==> src/rtl/sgdmac_pkg.sv <==
// Shared SGDMAC constants and width helpers, used by the FIFOs and the DMA engines.
package sgdmac_pkg;

  localparam int unsigned SgdmacNumCh      = 4;
  localparam int unsigned SgdmacFifoDepth  = 16;
  localparam int unsigned SgdmacDataWidth  = 32;

  // Channel index width; a single channel still gets a 1-bit select.
  function automatic int unsigned calc_ch_w(input int unsigned num_ch);
    return (num_ch > 1) ? $clog2(num_ch) : 1;
  endfunction

  // Pointer/count width: address bits plus one wrap bit.
  function automatic int unsigned calc_cnt_w(input int unsigned depth);
    return $clog2(depth) + 1;
  endfunction

endpackage

==> src/rtl/sgdmac_fifo_ch.sv <==
// One channel queue of the multi-channel FIFO: pointers, count, status, sticky errors, storage.
module sgdmac_fifo_ch
  import sgdmac_pkg::*;
#(
  parameter int unsigned FIFO_DEPTH = SgdmacFifoDepth,
  parameter int unsigned DATA_WIDTH = SgdmacDataWidth,
  localparam int unsigned CNT_W     = calc_cnt_w(FIFO_DEPTH),
  localparam int unsigned AW        = CNT_W - 1
) (
  input  logic                  clk,
  input  logic                  rst,
  input  logic                  wr_req_i,
  input  logic                  rd_req_i,
  input  logic                  flush_i,
  input  logic [DATA_WIDTH-1:0] wdata_i,
  input  logic [CNT_W-1:0]      afull_thr_i,
  input  logic [CNT_W-1:0]      aempty_thr_i,
  input  logic                  err_clr_i,
  output logic [DATA_WIDTH-1:0] head_o,
  output logic [CNT_W-1:0]      cnt_o,
  output logic                  full_o,
  output logic                  empty_o,
  output logic                  afull_o,
  output logic                  aempty_o,
  output logic                  ovf_o,
  output logic                  udf_o
);

  logic [CNT_W-1:0]      wrptr_q, wrptr_d;
  logic [CNT_W-1:0]      rdptr_q, rdptr_d;
  logic [CNT_W-1:0]      count_q, count_d;
  logic                  full_q, full_d;
  logic                  empty_q, empty_d;
  logic                  ovf_q, ovf_d;
  logic                  udf_q, udf_d;
  logic [DATA_WIDTH-1:0] mem_q [FIFO_DEPTH];

  logic wr_acc, rd_acc;
  logic ovf_set, udf_set;

  // Acceptance uses this cycle's registered flags, so a same-cycle pop never frees a full slot.
  assign wr_acc  = wr_req_i & ~full_q  & ~flush_i;
  assign rd_acc  = rd_req_i & ~empty_q & ~flush_i;
  assign ovf_set = wr_req_i &  full_q  & ~flush_i;
  assign udf_set = rd_req_i &  empty_q & ~flush_i;

  always_comb begin
    wrptr_d = wrptr_q;
    rdptr_d = rdptr_q;
    count_d = count_q;
    if (flush_i) begin
      wrptr_d = '0;
      rdptr_d = '0;
      count_d = '0;
    end else begin
      if (wr_acc) wrptr_d = wrptr_q + CNT_W'(1);
      if (rd_acc) rdptr_d = rdptr_q + CNT_W'(1);
      unique case ({wr_acc, rd_acc})
        2'b10:   count_d = count_q + CNT_W'(1);
        2'b01:   count_d = count_q - CNT_W'(1);
        default: count_d = count_q;
      endcase
    end
    full_d  = (count_d == CNT_W'(FIFO_DEPTH));
    empty_d = (count_d == '0);
    // A new error wins over a simultaneous clear.
    ovf_d   = (ovf_q & ~err_clr_i) | ovf_set;
    udf_d   = (udf_q & ~err_clr_i) | udf_set;
  end

  always_ff @(posedge clk) begin
    if (rst) begin
      wrptr_q <= '0;
      rdptr_q <= '0;
      count_q <= '0;
      full_q  <= 1'b0;
      empty_q <= 1'b1;
      ovf_q   <= 1'b0;
      udf_q   <= 1'b0;
    end else begin
      wrptr_q <= wrptr_d;
      rdptr_q <= rdptr_d;
      count_q <= count_d;
      full_q  <= full_d;
      empty_q <= empty_d;
      ovf_q   <= ovf_d;
      udf_q   <= udf_d;
    end
  end

  always_ff @(posedge clk) begin
    if (wr_acc && !rst) begin
      mem_q[wrptr_q[AW-1:0]] <= wdata_i;
    end
  end

  assign head_o   = mem_q[rdptr_q[AW-1:0]];
  assign cnt_o    = count_q;
  assign full_o   = full_q;
  assign empty_o  = empty_q;
  assign afull_o  = (count_q >= afull_thr_i);
  assign aempty_o = (count_q <= aempty_thr_i);
  assign ovf_o    = ovf_q;
  assign udf_o    = udf_q;

endmodule

==> src/rtl/sgdmac_mc_fifo.sv <==
// Multi-channel SGDMAC FIFO: shared write/read ports steered to NUM_CH independent queues.
module sgdmac_mc_fifo
  import sgdmac_pkg::*;
#(
  parameter int unsigned NUM_CH     = SgdmacNumCh,
  parameter int unsigned FIFO_DEPTH = SgdmacFifoDepth,
  parameter int unsigned DATA_WIDTH = SgdmacDataWidth,
  localparam int unsigned CH_W      = calc_ch_w(NUM_CH),
  localparam int unsigned CNT_W     = calc_cnt_w(FIFO_DEPTH)
) (
  input  logic                    clk,
  input  logic                    rst,
  input  logic                    wren_i,
  input  logic [CH_W-1:0]         wr_ch_i,
  input  logic [DATA_WIDTH-1:0]   wdata_i,
  input  logic                    rden_i,
  input  logic [CH_W-1:0]         rd_ch_i,
  output logic [DATA_WIDTH-1:0]   rdata_o,
  input  logic [NUM_CH-1:0]       flush_i,
  input  logic [CNT_W-1:0]        afull_thr_i,
  input  logic [CNT_W-1:0]        aempty_thr_i,
  input  logic                    err_clr_i,
  output logic [NUM_CH-1:0]       full_o,
  output logic [NUM_CH-1:0]       afull_o,
  output logic [NUM_CH-1:0]       empty_o,
  output logic [NUM_CH-1:0]       aempty_o,
  output logic [NUM_CH-1:0]       ovf_o,
  output logic [NUM_CH-1:0]       udf_o,
  output logic [NUM_CH*CNT_W-1:0] cnt_o
);

  logic [DATA_WIDTH-1:0] head [NUM_CH];

  for (genvar c = 0; c < NUM_CH; c++) begin : g_ch
    logic wr_req, rd_req;
    assign wr_req = wren_i & (wr_ch_i == CH_W'(c));
    assign rd_req = rden_i & (rd_ch_i == CH_W'(c));

    sgdmac_fifo_ch #(
      .FIFO_DEPTH (FIFO_DEPTH),
      .DATA_WIDTH (DATA_WIDTH)
    ) u_ch (
      .clk          (clk),
      .rst          (rst),
      .wr_req_i     (wr_req),
      .rd_req_i     (rd_req),
      .flush_i      (flush_i[c]),
      .wdata_i      (wdata_i),
      .afull_thr_i  (afull_thr_i),
      .aempty_thr_i (aempty_thr_i),
      .err_clr_i    (err_clr_i),
      .head_o       (head[c]),
      .cnt_o        (cnt_o[c*CNT_W +: CNT_W]),
      .full_o       (full_o[c]),
      .empty_o      (empty_o[c]),
      .afull_o      (afull_o[c]),
      .aempty_o     (aempty_o[c]),
      .ovf_o        (ovf_o[c]),
      .udf_o        (udf_o[c])
    );
  end

  // Compare-based mux keeps out-of-range selects (non power-of-2 NUM_CH) at zero.
  always_comb begin
    rdata_o = '0;
    for (int c = 0; c < NUM_CH; c++) begin
      if (rd_ch_i == CH_W'(c)) rdata_o = head[c];
    end
  end

endmodule

==> config.mk <==
export PLATFORM = sky130hd
export DESIGN_NAME = sgdmac_mc_fifo
export DESIGN_NICKNAME = d
export VERILOG_FILES = /design/src/rtl/sgdmac_pkg.sv /design/src/rtl/sgdmac_fifo_ch.sv /design/src/rtl/sgdmac_mc_fifo.sv
export SDC_FILE = /design/constraint.sdc
export NUM_CORES = 2
export LEC_CHECK = 0
export CAP_MARGIN = 5
export CORE_MARGIN = 1
export CORE_UTILIZATION = 61
export DETAILED_ROUTE_END_ITERATION = 8
export PLACE_DENSITY = 0.78
export SLEW_MARGIN = 20
export SYNTH_ARGS = -nofsm -noshare
export SYNTH_HDL_FRONTEND = slang
export SYNTH_SLANG_ARGS = --single-unit
==> constraint.sdc <==
create_clock -name clk -period 5.2 [get_ports clk]
set_input_delay 1.04 -clock clk [delete_from_list [all_inputs] [get_ports clk]]
set_output_delay 1.04 -clock clk [all_outputs]
set_load 0.1 [all_outputs]
## After elaboration in Yosys (flattened, before gate mapping)

Memories as Yosys holds them, arrays and structs flattened. A register that Yosys moved wholly into a read port is not among the register bits.
Cells that the tools add are included.

| storage, ports and cells | value |
|---|---|
| register bits after elaboration | 76 |
| RAM bits | 2048 |
| bits of input ports | 55 |
| output and inout bits | 76 |
| memories | 4 |

Memories:

| memory | words | width | rd ports | clocked after memory_dff | wr ports | RTL line | RTL |
|---|---|---|---|---|---|---|---|
| g_ch[0].u_ch.mem_q | 16 | 32 | 1 | 1 | 1 | sgdmac_fifo_ch.sv:36 | `logic [DATA_WIDTH-1:0] mem_q [FIFO_DEPTH];` |
| g_ch[1].u_ch.mem_q | 16 | 32 | 1 | 1 | 1 | sgdmac_fifo_ch.sv:36 |  |
| g_ch[2].u_ch.mem_q | 16 | 32 | 1 | 1 | 1 | sgdmac_fifo_ch.sv:36 |  |
| g_ch[3].u_ch.mem_q | 16 | 32 | 1 | 1 | 1 | sgdmac_fifo_ch.sv:36 |  |

| cells by class | value |
|---|---|
| $add $sub $neg | 16 |
| $lt $le $gt $ge | 8 |
| equality and inequality tests | 18 |
| mux-type cells | 28 |
| bitwise logic cells | 69 |
| reduce and logical (&&, ||, !) cells | 15 |

Operators with widths:

| kind | count |
|---|---|
| 32-bit two-way mux | 4 |
| 5-bit by 1-bit adder with 5-bit output (second input constant) | 12 |
| 1-bit AND | 48 |
| 5-bit case mux with 2 select lines | 4 |
| 4-bit two-way mux | 8 |
| 5-bit == test (second input constant) | 4 |
| 5-bit >= comparator | 4 |
| 5-bit <= comparator | 4 |
| 5-bit zero test | 4 |
| 5-bit two-way mux | 4 |
| 5-bit by 1-bit subtractor with 5-bit output (second input constant) | 4 |
| 2-bit == test (second input constant) | 8 |
| 1-bit inverter | 13 |
| 2-bit by 1-bit == test with 1-bit output (second input constant) | 6 |
| 1-bit two-way mux | 8 |
| 1-bit bitwise OR | 8 |
| 2-bit OR reduction | 4 |
| 1-bit logical AND | 4 |
| 2-bit zero test | 2 |
| 1-bit zero test | 1 |

## Longest topological paths before layout

| depth | value |
|---|---|
| depth in word-level cells | 8 |
| depth in mapped cells | 13 |

## By module

A second synthesis with hierarchy kept.

| second synthesis, totals | value |
|---|---|
| cell total of the unflattened synthesis | 3517 |
| area total of the unflattened synthesis | 83426.3 um^2 |

Modules (own cells, without submodules):

| module | times used | cells each | area each (um^2) |
|---|---|---|---|
| sgdmac_fifo_ch at g_ch[1].u_ch ... | 2 | 867 | 20653.6 |
| sgdmac_fifo_ch at g_ch[0].u_ch | 1 | 867 | 20652.3 |
| sgdmac_fifo_ch at g_ch[3].u_ch | 1 | 868 | 20586.0 |
| sgdmac_mc_fifo | 1 | 48 | 880.8 |

## Worst setup path before layout

OpenSTA, ideal clock, no wires.

| path | value |
|---|---|
| path type | in2out |
| start | in rd_ch_i[0] |
| end | out rdata_o[0] |
| arrival | 4706 ps |
| data required time | 4160 ps |
| slack | -546 ps |
| stages | 5 |
| buffers on the path | 2 |
| cell sequence | clkbuf_1 nand2b_1 clkbuf_1 a311oi_1 nor4_1 |

| on the way | value |
|---|---|
| longest elaborated chain between the ends | 5 |
| elaborated cells on any way between the ends | 8 |

Ends and longest elaborated chain:

| item | RTL line | RTL |
|---|---|---|
| start, declared | sgdmac_mc_fifo.sv:17 | `input logic [CH_W-1:0] rd_ch_i,` |
| 2-bit zero test | sgdmac_mc_fifo.sv:67 | `if (rd_ch_i == CH_W'(c)) rdata_o = head[c];` |
| 32-bit two-way mux (3 in a row) | sgdmac_mc_fifo.sv:67 |  |
| 32-bit two-way mux (*) | sgdmac_mc_fifo.sv:67 |  |
| end, declared | sgdmac_mc_fifo.sv:18 | `output logic [DATA_WIDTH-1:0] rdata_o,` |

Mark *: on every way between the ends. The rest lies on a longest branch, timed or not.

==> metrics.txt <==
Die Y-Extent ~370 um; first-pass GRT wire length 309,000 um; layout overhead on the synthesized area 13.4%; # H-tree levels 4; Final period util about 100%; CTS tree built; WHS approximately 0.48 ns; final setup vio count 0; Initial Utilization a little over 60%; CTS Buf Count 199; fin nets between 4,000 and 5,000; Cell Pwr Density 360 nW/um2; largest net degree at the start of global routing between 100 and 150; YS warnings 0; peak fanout along the critical path 33; clock latency at the later pin of the worst-skew pair ~0.83 ns; Post-Route WL approximately 220,000 um; Post-Syn Area about 83,000 um2; clk sinks roughly 2,100; worst flop-to-flop path startpoint g_ch[0].u_ch.full_o$_SDFF_PP0_; Clock Skews roughly 0.035 ns; cts hold-fix bufs 0; Post-synth EDFFs around 2,000; Least-Margin Pin Slew roughly 1.2 ns; vias per cell 6.92; total gr overflow 0; asr flop ratio synth 0%; Hold Crit Endpoint g_ch[0].u_ch.udf_o$_SDFF_PP0_; ys flop type edfxtp_1; Crit path arrival time ~4.2 ns; final hold vios 0; RSZ-0062 raised after global routing false; Core Area between 100,000 and 150,000 um2; VDD IR max roughly 370 uV; Synth cell types 61; max-slew violation count 0; clock tree buffer depth 3; Initial DRT Pass Iterations 5; die width 371 um; IO buf count 130; HP Start g_ch[0].u_ch.udf_o$_SDFF_PP0_; R2R Setup Slk roughly 1.7 ns; Post-Syn Nets between 4,000 and 5,000; Slew HR between 20% and 30%; hold path depth 2; Seq/Total Area, Yosys ~76%; final design utilization a little over two thirds; Post-route DRC 0; Mapped Avg Cell Area 20.2 um2; row count around 140; post-DP HPWL ~120,000 um; GRT Util Overall a little under a third; Iter 0 DRT Violations 6,233; layout cell share with drive strength beyond 1 23.2%; Worst R2R End g_ch[0].u_ch.full_o$_SDFF_PP0_; worst r2r path cells 11; post-synthesis register bit count roughly 2,100; Critical Path RT 4.16 ns; class of the worst hold path register to register; IO Pins 131; antenna violation net count after detailed routing 0; die area about 140,000 um2; Routed WL per cell 34.4 um; leakage power roughly 29 nW; crit path time final around 5.2 ns; # Max-Cap Violations 0; vias in the first global route around 44,000; CP Class register to output pin; Root Buffer clkbuf_16; FMAX 0.192 GHz; status finished clean; Startpoint Class register; post-synthesis instance total a little over 4,000; CP Capture Type output pin; gp weighted congestion 0.883; Vias around 44,000; initial antenna violation count 14; CTS clk-pin slew, worst paths about 0.060 ns
[layer usage]
layer / routed length (um) / vias up / track usage, %
li1: - / 17600 / -
met1: 74300 / 22600 / 40.9
met2: 107000 / 3102 / 51.6
met3: 25200 / 631 / 7.62
met4: 11700 / 6 / 15.6
met5: 41 / - / 0
[timing repair]
item | 4_1_cts | 5_1_grt
pin swaps | 0 | 1
gates resized for setup | 2 | 7
setup buffers | 2 | 1
endpoints found under the hold margin | 0 | 0
setup endpoints to repair | 7 | 13
cloned | 0 | 1
[layout make-up]
| class | instances | area (um2) |
|---|---|---|
| clock inverter | 121 | 1190 |
| antenna | 4 | 10.0 |
| inverter | 35 | 131 |
| multi-input combinational | 1699 | 19200 |
| fill | 7831 | 41000 |
| sequential | 2132 | 63200 |
| clock buffer | 244 | 5190 |
| tap | 1781 | 2230 |
| timing repair buffer | 336 | 3280 |
[worst max path at each step]
| stage | to | depth (start not counted) | startpoint | slack (ns) |
|---|---|---|---|---|
| after CTS | rdata_o[0] | 8 | register | 0.04 |
| final | rdata_o[18] | 6 | register | 0.004 |
| after global routing | rdata_o[9] | 6 | register | 0.02 |
| after global placement | rdata_o[16] | 7 | rd_ch_i[1] | -0.04 |
| after floorplan | g_ch[3].u_ch.mem_q[3][0]$_DFFE_PP_ | 6 | wr_ch_i[0] | 0.43 |
| after detailed placement | rdata_o[16] | 7 | rd_ch_i[1] | 0.02 |
[placed cells by master (no fill, tap or decap), types with 15 or more instances in the layout]
cell / netlist / routed
clkinv_2: 0 / 28
clkbuf_16: 0 / 202
nand4_1: 29 / 29
nand2b_1: 18 / 18
ha_1: 72 / 72
clkdlybuf4s50_1: 0 / 58
inv_1: 34 / 34
nor2_4: 0 / 50
buf_4: 39 / 193
dfxtp_1: 84 / 73
o221ai_1: 16 / 16
mux2_2: 17 / 17
nor2b_1: 31 / 26
clkinv_1: 1 / 56
o22a_1: 16 / 16
xnor2_1: 16 / 16
nor2_1: 144 / 92
clkbuf_1: 113 / 43
buf_2: 72 / 31
a21o_1: 16 / 16
xor2_1: 26 / 26
a22oi_1: 214 / 214
buf_12: 0 / 50
a21oi_1: 86 / 86
mux4_2: 399 / 399
nand3_1: 77 / 77
nand2_1: 64 / 64
nor3_2: 0 / 16
edfxtp_1: 2048 / 2048
bufinv_16: 0 / 15
mux2i_1: 297 / 297
[synthesized netlist by cell type, types with 5 or more instances]
cell type	n	area share (%)
o221ai_1	16	0.17
nand4_1	29	0.22
ha_1	72	1.1
a211oi_1	8	0.072
dfxtp_1	84	2.0
nand3b_1	7	0.063
mux2i_1	297	3.6
mux4_2	399	11
mux2_2	17	0.23
or2_2	9	0.068
buf_1	12	0.054
buf_2	72	0.43
a21o_1	16	0.14
nand2b_1	18	0.14
a22oi_1	214	1.9
xor2_1	26	0.27
a22o_1	6	0.063
o22a_1	16	0.17
nand3_1	77	0.46
and2_1	6	0.045
clkbuf_1	113	0.51
inv_1	34	0.15
nand2_1	64	0.29
a2111oi_0	5	0.053
buf_4	39	0.35
or4_1	12	0.11
buf_6	11	0.15
edfxtp_1	2048	74
o21a_1	12	0.11
nor2_1	144	0.65
a21oi_1	86	0.52
nor3_1	23	0.14
nor2b_1	31	0.23
a31oi_1	9	0.068
a221oi_1	8	0.084
xnor2_1	16	0.17
[worst max-delay path: stages (launching register included)]
cell	delay [ns]
dfxtp_4	0.72
inv_1	0.22
nor2_1	0.93
a22oi_1	0.22
a21oi_1	0.62
or4_1	0.37
buf_12	0.21
[power by group]
group,switching (mW),leakage [nW],internal [mW]
registers,0.00767,19.1,18.8
logic,0.694,6.97,0.197
clock network,6.44,3.08,7.89
total,7.14,29.1,26.9
[sequential cells by signal (all words and copies together) (netlist names), named ones only]
signal and cells:
g_ch.u_ch.udf_o 4, g_ch.u_ch.rdptr_q 16, g_ch.u_ch.ovf_o 4, g_ch.u_ch.cnt_o 20, g_ch.u_ch.empty_o 4, g_ch.u_ch.wrptr_q 16
g_ch.u_ch.full_o 4, g_ch.u_ch.mem_q 2048
[logic make-up after synthesis]
kind of cell	count (synthesis)	synth area share (%)
muxes	713	14.6
xor gates and xnor gates	42	0.442
adders and majority gates	72	1.08
buffers and inverters	286	1.68
and+or+nand+nor	441	2.60
AOI/OAI and AO/OA	431	3.72
DFF	2132	75.9
[per-stage QoR]
| stage | area, um2 | setup slack (ns) | total power [mW] | TNS [ns] | std cells |
|---|---|---|---|---|---|
| floorplan | 83300 | 0.432 | 19.5 | 0 | 4117 |
| global placement | 87900 | -0.0372 | 20.0 | -0.0372 | 5979 |
| detailed placement | 87900 | 0.0224 | 20.0 | 0 | 5979 |
| CTS | 94300 | 0.0387 | 34.1 | 0 | 6346 |
| global route | 94400 | 0.0162 | 34.7 | 0 | 6349 |
| finish | 94400 | 0.00449 | 34.0 | 0 | 6352 |
No activity file was read; power rests on OpenSTA's default activity.
